--- src/rtl/golden_nonce_collector.sv ---
// golden_nonce_collector
// Captures per-lane golden-ticket hits from the quad-lane miner, converts
// each hit to its originating 32-bit nonce, and queues the results in a
// first-word-fall-through FIFO that feeds a valid/ready stream.
// Optional build macro: GN_DROP_COUNT_EN adds an 8-bit saturating drop_count
// output that counts hits lost because their lane was still pending.
module golden_nonce_collector #(
  parameter int          DEPTH_LOG2   = 3,
  parameter logic [31:0] NONCE_OFFSET = 32'd131
) (
  input  logic                  hash_clk,
  input  logic                  reset_n,
  input  logic [3:0]            is_golden,
  input  logic [29:0]           nonce,
  output logic                  gn_valid,
  output logic [31:0]           gn_data,
  input  logic                  gn_ready,
  output logic [DEPTH_LOG2:0]   fifo_level
`ifdef GN_DROP_COUNT_EN
  ,
  output logic [7:0]            drop_count
`endif
);

  localparam int                  DEPTH     = 1 << DEPTH_LOG2;
  localparam logic [DEPTH_LOG2:0] LEVEL_MAX = (DEPTH_LOG2 + 1)'(DEPTH);

  // Capture stage: one held result per lane
  logic [31:0] cap_nonce [4];
  logic [3:0]  pend;
  logic [3:0]  load;

  // Arbiter
  logic [1:0]  grant_idx;
  logic [3:0]  grant_oh;
  logic        grant_any;

  // FIFO
  logic [31:0]           mem [DEPTH];
  logic [DEPTH_LOG2-1:0] wr_ptr;
  logic [DEPTH_LOG2-1:0] rd_ptr;
  logic [DEPTH_LOG2-1:0] rd_ptr_nxt;
  logic [DEPTH_LOG2:0]   level_nxt;
  logic [DEPTH_LOG2:0]   level_after_pop;
  logic [31:0]           head_nxt;
  logic [31:0]           wdata;
  logic                  push;
  logic                  pop;
  logic                  full;

  // Fixed-priority grant of the lowest pending lane when the FIFO can take it
  always_comb begin
    grant_idx = 2'd0;
    grant_oh  = 4'b0000;
    pop       = gn_valid && gn_ready;
    full      = (fifo_level == LEVEL_MAX);
    // A pop in the same cycle frees a slot, so a full FIFO may still accept.
    grant_any = (|pend) && (!full || pop);
    casez (pend)
      4'b???1: grant_idx = 2'd0;
      4'b??10: grant_idx = 2'd1;
      4'b?100: grant_idx = 2'd2;
      4'b1000: grant_idx = 2'd3;
      default: grant_idx = 2'd0;
    endcase
    if (grant_any) grant_oh = 4'b0001 << grant_idx;
  end

  // A hit is taken if its lane is idle or is being drained this same cycle
  always_comb begin
    load = is_golden & (~pend | grant_oh);
  end

  // Capture registers: corrected nonce (wraps modulo 2^32) and pend bit per lane
  always_ff @(posedge hash_clk or negedge reset_n) begin
    if (!reset_n) begin
      for (int i = 0; i < 4; i++) cap_nonce[i] <= 32'd0;
      pend <= 4'b0000;
    end else begin
      // NOTE: state registers use non-blocking assignments so every lane sees
      // the pre-edge pend/grant values, independent of statement order.
      for (int i = 0; i < 4; i++) begin
        if (load[i]) cap_nonce[i] <= {2'(i), nonce} - NONCE_OFFSET;
      end
      pend <= load | (pend & ~grant_oh);
    end
  end

  // FIFO next-state: level, read pointer and the entry that becomes the head
  always_comb begin
    push            = grant_any;
    wdata           = cap_nonce[grant_idx];
    level_after_pop = fifo_level - (DEPTH_LOG2 + 1)'(pop);
    level_nxt       = level_after_pop + (DEPTH_LOG2 + 1)'(push);
    rd_ptr_nxt      = rd_ptr + DEPTH_LOG2'(pop);
    // If nothing older remains after the pop, the pushed word is the new head.
    head_nxt        = (level_after_pop == '0) ? wdata : mem[rd_ptr_nxt];
  end

  // NOTE: the storage array has no reset; validity is tracked by the pointers
  // and level, which are reset, so stale contents are never presented.
  always_ff @(posedge hash_clk) begin
    if (push) mem[wr_ptr] <= wdata;
  end

  // FIFO control and registered head-of-queue output
  always_ff @(posedge hash_clk or negedge reset_n) begin
    if (!reset_n) begin
      wr_ptr     <= '0;
      rd_ptr     <= '0;
      fifo_level <= '0;
      gn_valid   <= 1'b0;
      gn_data    <= 32'd0;
    end else begin
      if (push) wr_ptr <= wr_ptr + 1'b1;
      rd_ptr     <= rd_ptr_nxt;
      fifo_level <= level_nxt;
      gn_valid   <= (level_nxt != '0);
      if (level_nxt != '0) gn_data <= head_nxt;
    end
  end

`ifdef GN_DROP_COUNT_EN
  logic [3:0] drop;
  logic [2:0] drop_num;
  logic [8:0] drop_sum;

  // Count hits that arrive on a lane still pending and not drained this cycle
  always_comb begin
    drop     = is_golden & pend & ~grant_oh;
    drop_num = 3'd0;
    for (int i = 0; i < 4; i++) drop_num = drop_num + 3'(drop[i]);
    drop_sum = 9'(drop_count) + 9'(drop_num);
  end

  // Saturating drop counter
  always_ff @(posedge hash_clk or negedge reset_n) begin
    if (!reset_n) drop_count <= 8'd0;
    else          drop_count <= drop_sum[8] ? 8'd255 : drop_sum[7:0];
  end
`endif

endmodule

--- config.mk ---
export PLATFORM = sky130hd
export DESIGN_NAME = golden_nonce_collector
export DESIGN_NICKNAME = d
export VERILOG_FILES = /design/src/rtl/golden_nonce_collector.sv
export SDC_FILE = /design/constraint.sdc
export NUM_CORES = 1
export LEC_CHECK = 0
export CAP_MARGIN = 10
export CORE_UTILIZATION = 45
export DETAILED_ROUTE_END_ITERATION = 8
export PLACE_DENSITY = 0.68
export SYNTH_ARGS = -nofsm -noshare
export SYNTH_HDL_FRONTEND = slang
export SYNTH_SLANG_ARGS = --single-unit
--- constraint.sdc ---
create_clock -name hash_clk -period 6.2 [get_ports hash_clk]
set_input_delay 0.93 -clock hash_clk [delete_from_list [all_inputs] [get_ports hash_clk]]
set_output_delay 0.93 -clock hash_clk [all_outputs]
set_load 0.005 [all_outputs]
# Word-level counts from Yosys, hierarchy flattened
# Memories as Yosys holds them, arrays and structs flattened.
# Cells that the tools add are included.
[totals]
register_bits = 175
out_inout_bits = 37
in_bits = 37
ram_bits = 256
n_memories = 1
wordCells = 47
[classes]
shift = 1
add_sub_neg = 8
n_eq_ne = 4
muxes = 8
magnitude_cmp = 1
n_bitwise = 7
n_reduce_logical = 7
[mem_list]
columns = ["memory", "depth", "word_bits", "rd", "rd_ports_with_merged_regs", "wr", "line", "source"]
rows = [
  ["mem", 8, 32, 1, 0, 1, "39", "logic [31:0] mem [DEPTH];"],
]
[op_table]
columns = ["cell", "count"]
rows = [
  ["32-bit two-way mux", 3],
  ["32-bit binary-select mux with 2-bit select", 1],
  ["31-bit by 8-bit subtractor with 32-bit output (second input constant)", 1],
  ["31-bit by 9-bit subtractor with 32-bit output (second input constant)", 1],
  ["32-bit by 8-bit subtractor with 32-bit output (second input constant)", 1],
  ["30-bit by 8-bit subtractor with 31-bit output (second input constant)", 1],
  ["4-bit bitwise AND", 2],
  ["4-bit == test (second input constant)", 2],
  ["4-bit NOT", 2],
  ["4-bit OR", 2],
  ["2-bit case mux with 3 select lines", 1],
  ["4-bit by 1-bit adder with 4-bit output", 1],
  ["4-bit logical NOT", 1],
  ["4-bit two-way mux", 1],
  ["4-bit nonzero test", 1],
  ["4-bit OR reduction", 1],
  ["1-bit by 2-bit left shift with 4-bit output (first input constant)", 1],
  ["4-bit by 1-bit subtractor with 4-bit output", 1],
  ["3-bit by 1-bit adder with 3-bit output", 1],
  ["3-bit by 1-bit adder with 3-bit output (second input constant)", 1],
  ["3-bit == test (second input constant)", 1],
  ["3-bit >= comparator (second input constant)", 1],
  ["2-bit NOT with 3-bit output", 1],
  ["2-bit == test (second input constant)", 1],
  ["other kinds (4)", 6],
]

# Depth between registers and ports, before layout
# Gate-level depths: netlist (run 1).
[depth]
word_depth = 8
depth_mapped = 14
ltp_nobuf = 11

# Worst setup path before layout (run 1)
# OpenSTA, ideal clock, no wires.
[synth_timing]
path_type = "in2reg"
start = "input gn_ready"
end = "memory mem[2][0], enable pin"
setup_slack_ns = 0.677
path_buffers = 1
required_ns = 5.687
t_arrival_ns = 5.010
stages = 5
setup_time_ns = 0.513
cell_sequence = "nand2_1 -> and2_1 -> or2_2 -> clkbuf_1 -> nor4b_1"
[synth_via]
elab_chain_cells = 5
[synth_rtl]
columns = ["item", "line", "source"]
rows = [
  ["start: declaration", "17", "input logic gn_ready,"],
  ["1-bit logical AND", "55", "pop = gn_valid && gn_ready;"],
  ["1-bit logical OR", "58", "grant_any = (|pend) && (!full || pop);"],
  ["1-bit logical AND", "58", ""],
  ["1-bit two-way mux", "103", "if (push) mem[wr_ptr] <= wdata;"],
  ["1-bit two-way mux (not written as such)", "103", ""],
  ["end: declaration", "39", ""],
]
# Every way passes these cells.

# Worst setup path after layout (run 1)
[layout_timing]
start = "register fifo_level[2]"
end = "register gn_data[16]"
[layout_via]
elab_chain_cells = 6
elab_cells_between_ends = 9
cone_classes = "add/sub (2); eq/ne (1); mux (1); reduce/logical (5)"
[layout_rtl]
columns = ["item", "line", "source"]
rows = [
  ["start: declaration", "18", "output logic [DEPTH_LOG2:0] fifo_level"],
  ["start signal: assignment", "117", "fifo_level <= level_nxt;"],
  ["4-bit == test", "56", "full = (fifo_level == LEVEL_MAX);"],
  ["1-bit logical NOT", "58", ""],
  ["1-bit logical OR", "58", ""],
  ["1-bit logical AND", "58", ""],
  ["named net grant_any", "36", "logic grant_any;"],
  ["4-bit by 1-bit adder with 4-bit output", "94", "level_nxt = level_after_pop + (DEPTH_LOG2 + 1)'(push);"],
  ["named net level_nxt[2]", "43", "logic [DEPTH_LOG2:0] level_nxt;"],
  ["4-bit nonzero test", "119", "if (level_nxt != '0) gn_data <= head_nxt;"],
  ["end signal: assignment", "119", ""],
  ["end: declaration", "16", "output logic [31:0] gn_data,"],
]
# The timed path passes the listed nets, and every way through them passes these cells.
# A chain may end at the register's enable or synchronous reset.

==> results of run 1 <==
[power by group through the flow]
stage          clock network, mW  registers, mW  logic [mW]
5_1_grt                     2.72           4.58        4.23
4_1_cts                     2.61           4.49        3.92
3_3_place_gp                   0           4.51        3.81
2_1_floorplan                  0           4.43        2.59
3_5_place_dp                   0           4.54        3.91
6_report                    2.57           4.49        3.88
[worst max-delay path: cells and delay by family (launching register included)]
kind | cells | cell delay [ns]
buf+inv | 2 | 0.51
mux | 2 | 0.99
simple gates | 4 | 1.29
flops | 1 | 0.50
xor+xnor | 2 | 0.39
fa+ha+maj | 2 | 0.45
[state kept, by name (all words and copies together), names as in the netlist]
register and cells:
gn_data 32, pend 4, fifo_level 4, wr_ptr 3, gn_valid 1, rd_ptr 3, mem 256, cap_nonce 126
[placed cells by master, fill, tap and decap left out, drive strengths merged, types with 12 or more instances in the layout]
| cell | n |
|---|---|
| a21o | 31 |
| a311oi | 29 |
| a31oi | 31 |
| a32oi | 29 |
| buf | 37 |
| clkbuf | 65 |
| clkdlybuf4s50 | 72 |
| dfrtp | 173 |
| edfxtp | 256 |
| inv | 40 |
| mux2i | 60 |
| mux4 | 34 |
| nand2 | 253 |
| nand2b | 35 |
| nand3 | 35 |
| nand3b | 32 |
| nor2 | 12 |
| nor3 | 12 |
| o21ai | 152 |
| xnor2 | 26 |
[cell type report]
class	instances	area (µm²)	share of cell area [%]
antenna	1	2.502	0.01184
clock buffer	65	1252	5.926
clock inverter	16	168.9	0.7991
inverter	40	152.6	0.7222
multi-input combinational	860	5869	27.77
sequential	429	12020	56.86
tap	525	656.9	3.108
timing repair buffer	109	1015	4.801
[worst max path at each step]
| stage | slack [ns] | start | end | cells past startpoint |
|---|---|---|---|---|
| global route | 1.76 | fifo_level[2] | gn_data[24] | 12 |
| floorplan | 0.68 | gn_ready | mem[2][0] | 5 |
| detailed placement | 1.53 | gn_ready | gn_data[16] | 13 |
| global placement | 1.66 | gn_ready | gn_data[16] | 13 |
| CTS | 2.02 | fifo_level[2] | gn_data[16] | 12 |
| finish | 1.99 | fifo_level[2] | gn_data[16] | 12 |
[cells in the mapped netlist, types with 3 or more instances]
library cell	count
ha_1	8
inv_1	40
a21o_1	31
dfrtp_1	173
nand3_1	35
a311oi_1	29
a21oi_1	8
nor4b_1	5
xor2_1	10
mux4_2	34
o211ai_1	3
o21ai_1	7
clkbuf_1	63
a32oi_1	29
nor2_1	12
o21bai_1	3
buf_1	6
xnor2_1	26
nand2_1	253
a31oi_1	31
buf_2	25
or2_2	4
nor3_1	12
mux2i_1	60
o21ai_0	143
nor4_1	10
nand3b_1	32
edfxtp_1	256
mux2_2	11
nand2b_1	35
[per-stage QoR]
step	instances	worst slack, ns	instance area (µm²)
5_1_grt	2045	1.756	21140
6_report	2045	1.993	21140
3_3_place_gp	1963	1.664	19710
2_1_floorplan	1424	0.6774	18290
4_1_cts	2044	2.016	21130
3_5_place_dp	1963	1.533	19710
[cell families after synthesis]
family	Yosys count	share of synthesized area, %
buffers and inverters	135	2.948
XOR/XNOR	36	1.724
adder cells (fa/ha/maj)	8	0.5473
AND/OR/NAND/NOR	414	10.66
flip-flops	429	65.70
AO/OA/AOI/OAI	297	10.28
multiplexers	105	8.147
[metal layers]
layer	vias to the layer above	part of all wire, %	track usage, %
met3	57	6.5	3.180
li1	5358	-	-
met4	0	1.5	5.397
met2	383	49	36.43
met5	-	0	0
met1	5882	43	30.19
==> flow_metrics.py, run 1 <==
metrics = {
    "cts": {
        "cts_inserted_buffers": 44,
        "ctsRootBufferMaster": "clkbuf_16",
        "clkLatencyLatePin_ns": 0.55,
        "cts_sinks": 429,
        "cts_buffer_depth": 3,
        "path_clk_slew_ns": 0.06,
        "cts_resized": 0,
        "tritoncts": "built",
        "htree_levels": 2,
        "hold_buffers": 0,
        "cts_setup_buffers": 0,
    },
    "drt": {
        "wirelength_um": 44450,
        "drc": 0,
        "wl_per_cell_um": 21.74,
        "drtAntennaViolNets": 0,
        "drt_iter0_markers": 874,
        "viasPerCell": 5.711,
        "first_pass_iters": 5,
        "vias": 11680,
    },
    "critical_path": {
        "arrival_ns": 4.66,
        "cp_slowest_stage_delay_ns": 0.76,
        "cp_max_fo": 16,
        "worst_setup_path_end_kind": "flop",
        "regToRegStartpoint": "fifo_level[2]",
        "r2r_cells": 12,
        "ff2ff_setup_slack_ns": 1.99,
        "worst-endpoint-required_ns": 6.65,
        "timing.rr.end": "gn_data[16]",
        "start_kind": "flop",
        "crit_slowest_cell": "mux2i_4",
        "path_class": "reg2reg",
        "crit_chain": "nor4b_1 -> and2_1 -> or2_2 -> inv_1 -> ha_1 -> ha_1 -> xor2_1 -> xnor2_1 -> nor4b_1 -> mux2i_4 -> buf_4 -> mux2i_1",
    },
    "global_route": {
        "antenna_found_initial": 1,
        "grt_pass1_wl_um": 68360,
        "first_global_vias": 11730,
        "overflow": 0,
        "groute.usage.overall_pct": 21.86,
        "grt_start_max_net_pins": 77,
    },
    "synth": {
        "ys_warn_count": 0,
        "ys_async_sr_fraction_pct": 40.33,
        "syn_nets": 1469,
        "ys_seq_elements": 429,
        "synth_cell_types": 52,
        "yosysSeqAreaShare_pct": 65.70,
        "synth-edff-count": 256,
        "synth.area.top_cells": "edfxtp_1 (42%), dfrtp_1 (24%), nand2_1 (5.2%)",
        "yosysTopAreaCellShare_pct": 42.03,
        "synth_area_per_cell_um2": 12.85,
        "yosysTopAreaCell": "edfxtp_1",
        "synthCells": 1424,
        "syn_area_um2": 18290,
        "synthFlopType": "edfxtp_1",
    },
    "power": {
        "internal_power_mw": 7.280,
        "leakagePower_nw": 8.066,
        "worst_ir_drop_vdd_uv": 313.9,
        "power_density_nw_per_um2": 517.9,
        "power_frac_comb_pct": 35.5,
        "finalPower_mw": 10.95,
        "p_seq_share_pct": 41.0,
        "switchingPower_mw": 3.666,
        "netSwitchingFraction_pct": 33.49,
        "clkPwrFrac_pct": 23.5,
    },
    "status": {
        "status": "finished, final reports clean",
    },
    "sta": {
        "fmax_ghz": 0.2377,
        "hold_viol": 0,
        "min_period_ns": 4.207,
        "period_share_pct": 67.85,
        "finalSetupTns_ns": 0,
        "finalSetupViolCount": 0,
        "skew_ns": 0.02767,
        "rsz0062_at_grt": "false",
        "maxSlewHeadroom_pct": 18.10,
        "tightest_slew_ns": 1.198,
        "whs_ns": 0.3184,
        "slew_violations": 0,
    },
    "floorplan": {
        "dieArea_um2": 41460,
        "chipHeight_um": 203.6,
        "rows": 73,
        "ios": 74,
        "initial_core_util_pct": 45.83,
        "die_w_um": 203.6,
        "core_area_um2": 39910,
    },
    "job": {
        "cap_violations": 0,
    },
    "placed_design": {
        "port_buffers": 73,
        "gp_congestion": 0.7880,
        "dpl.hpwl_um": 27700,
    },
    "min_path": {
        "min-delay-path-class": "in2async",
    },
    "final_layout": {
        "fin_nets": 1529,
        "final_util_pct": 52.95,
        "final.fill_count": 3265,
        "drive_gt1_share_pct": 11.39,
        "area.growth.synth_to_final_pct": 15.55,
    },
}
Power figures use the tool's default switching activity.
==> inputs of run 2 (changes only) <==
==> constraint.sdc (replaced) <==
create_clock -name hash_clk -period 3.9 [get_ports hash_clk]
set_input_delay 0.585 -clock hash_clk [delete_from_list [all_inputs] [get_ports hash_clk]]
set_output_delay 0.585 -clock hash_clk [all_outputs]
set_load 0.005 [all_outputs]
==> run 2 against run 1 <==
  * Sequential power up 59%
  * Largest cell class unchanged
  * Critical path depth is 1 higher
  * Highest routed layer unchanged
  * Combinational power increased by 70%
==> flow_metrics.py, run 2 (same netlist as run 1, synthesis figures left out) <==
metrics = {
    "cts": {
        "cts_buffer_depth": 3,
        "cts_setup_buffers": 0,
        "cts_resized": 0,
        "cts_inserted_buffers": 44,
        "clkLatencyLatePin_ns": 0.55,
        "tritoncts": "built",
        "ctsRootBufferMaster": "clkbuf_16",
        "htree_levels": 2,
        "cts_sinks": 429,
        "hold_buffers": 0,
        "path_clk_slew_ns": 0.06,
    },
    "final_layout": {
        "regMostFlops": "mem",
        "largest_reg_flops": 256,
        "fin_area_um2": 21520,
        "layout_common_cells": "edfxtp_1 (256), nand2_1 (252), dfrtp_1 (171)",
        "drive_gt1_share_pct": 12.54,
        "final_common_cell": "edfxtp_1",
        "fin_nets": 1548,
        "final.fill_count": 3231,
        "top_regs": "mem: 256 flops, cap_nonce: 126 flops, gn_data: 32 flops",
        "layout.cells.non_filler": 2064,
        "seq_area_um2": 12020,
        "area.growth.synth_to_final_pct": 17.66,
        "multi_input_area_um2": 5914,
        "antenna_cells": 0,
    },
    "drt": {
        "drtAntennaViolNets": 0,
        "wl_per_cell_um": 21.74,
        "viasPerCell": 5.763,
        "first_pass_iters": 7,
        "drt_iter0_markers": 852,
        "vias": 11890,
        "drc": 0,
        "wirelength_um": 44870,
    },
    "sta": {
        "min_period_ns": 3.419,
        "tightest_slew_ns": 0.9538,
        "slew_violations": 0,
        "skew_ns": 0.01949,
        "period_share_pct": 87.66,
        "finalSetupTns_ns": 0,
        "fmax_ghz": 0.2925,
        "maxSlewHeadroom_pct": 36.19,
        "finalSetupViolCount": 0,
        "rsz0062_at_grt": "false",
        "fin_ws_ns": 0.4812,
        "hold_viol": 0,
    },
    "floorplan": {
        "core_area_um2": 39910,
        "rows": 73,
        "ios": 74,
        "die_w_um": 203.6,
        "initial_core_util_pct": 45.83,
        "dieArea_um2": 41460,
        "chipHeight_um": 203.6,
    },
    "global_route": {
        "overflow": 0,
        "first_global_vias": 11740,
        "grt_pass1_wl_um": 68700,
        "antenna_found_initial": 1,
        "grt_start_max_net_pins": 73,
        "groute.usage.overall_pct": 22.04,
    },
    "critical_path": {
        "worst-endpoint-required_ns": 4.31,
        "startpoint": "fifo_level[3]",
        "cp-endpoint": "gn_data[12]",
        "worst_setup_path_end_kind": "flop",
        "ff2ff_setup_slack_ns": 0.48,
        "arrival_ns": 3.83,
        "timing.rr.end": "gn_data[12]",
        "r2r_cells": 13,
        "path_class": "reg2reg",
        "regToRegStartpoint": "fifo_level[3]",
        "start_kind": "flop",
        "cp_max_fo": 15,
    },
    "power": {
        "leakagePower_nw": 8.256,
        "power_density_nw_per_um2": 837.4,
        "worst_ir_drop_vdd_uv": 396.8,
    },
    "placed_design": {
        "dpl.hpwl_um": 27420,
        "placed_area_um2": 20030,
        "pre_cts_ws_ns": 0.1334,
        "post-place-cells": 1982,
        "port_buffers": 73,
        "gp_congestion": 0.7898,
    },
    "status": {
        "status": "finished, final reports clean",
    },
    "job": {
        "cap_violations": 0,
    },
    "min_path": {
        "min-delay-path-class": "in2async",
    },
}
run 2: area by class of cell:
cell class,count,share of cell area (%)
multi-input cells,860,27.48
flip-flops and latches,429,55.85
repair buffers,128,5.959
inverters,40,0.7093
well taps,525,3.052
clock inverters,20,1.186
clock buffers,62,5.767
run 2: worst min-delay path by stage:
stage | from | end
final | reset_n | gn_data[0]
after global routing | reset_n | gn_data[0]
after CTS | reset_n | gn_data[0]
after detailed placement | cap_nonce[117] | cap_nonce[117]
after global placement | cap_nonce[31] | cap_nonce[31]
after floorplan | reset_n | cap_nonce[0]
run 2: where the power goes:
part           switching (mW)  internal [mW]
clock network            1.70           2.62
registers               0.600           6.52
logic                    3.72           2.86
total                    6.02           12.0
run 2: per-layer routing:
metal	part of all wire (%)	up-vias	GRT usage (%)
li1	-	5407	-
met1	42	6022	29.92
met2	49	389	36.86
met3	6.4	76	3.116
met4	2.3	0	6.606
met5	0	-	0
run 2: metrics by stage:
step | hold slack (ns) | utilization (%) | power (mW)
after floorplan | 0.2894 | - | 11.16
after CTS | 0.08247 | 53.92 | 18.13
after global routing | 0.09971 | 53.92 | 18.98
final | 0.05285 | 53.92 | 18.02
after detailed placement | 0.4637 | 50.17 | 13.82
after global placement | 0.4495 | 50.17 | 13.63
run 2: critical path, cell delays in order (launching register included):
cell,delay [ns]
dfrtp_1,0.45
nor4b_1,0.18
buf_4,0.16
and2_1,0.15
or2_2,0.30
inv_1,0.13
ha_1,0.22
ha_1,0.17
xor2_1,0.19
xnor2_1,0.12
nor4b_1,0.52
mux2i_4,0.32
buf_12,0.25
mux2i_1,0.12
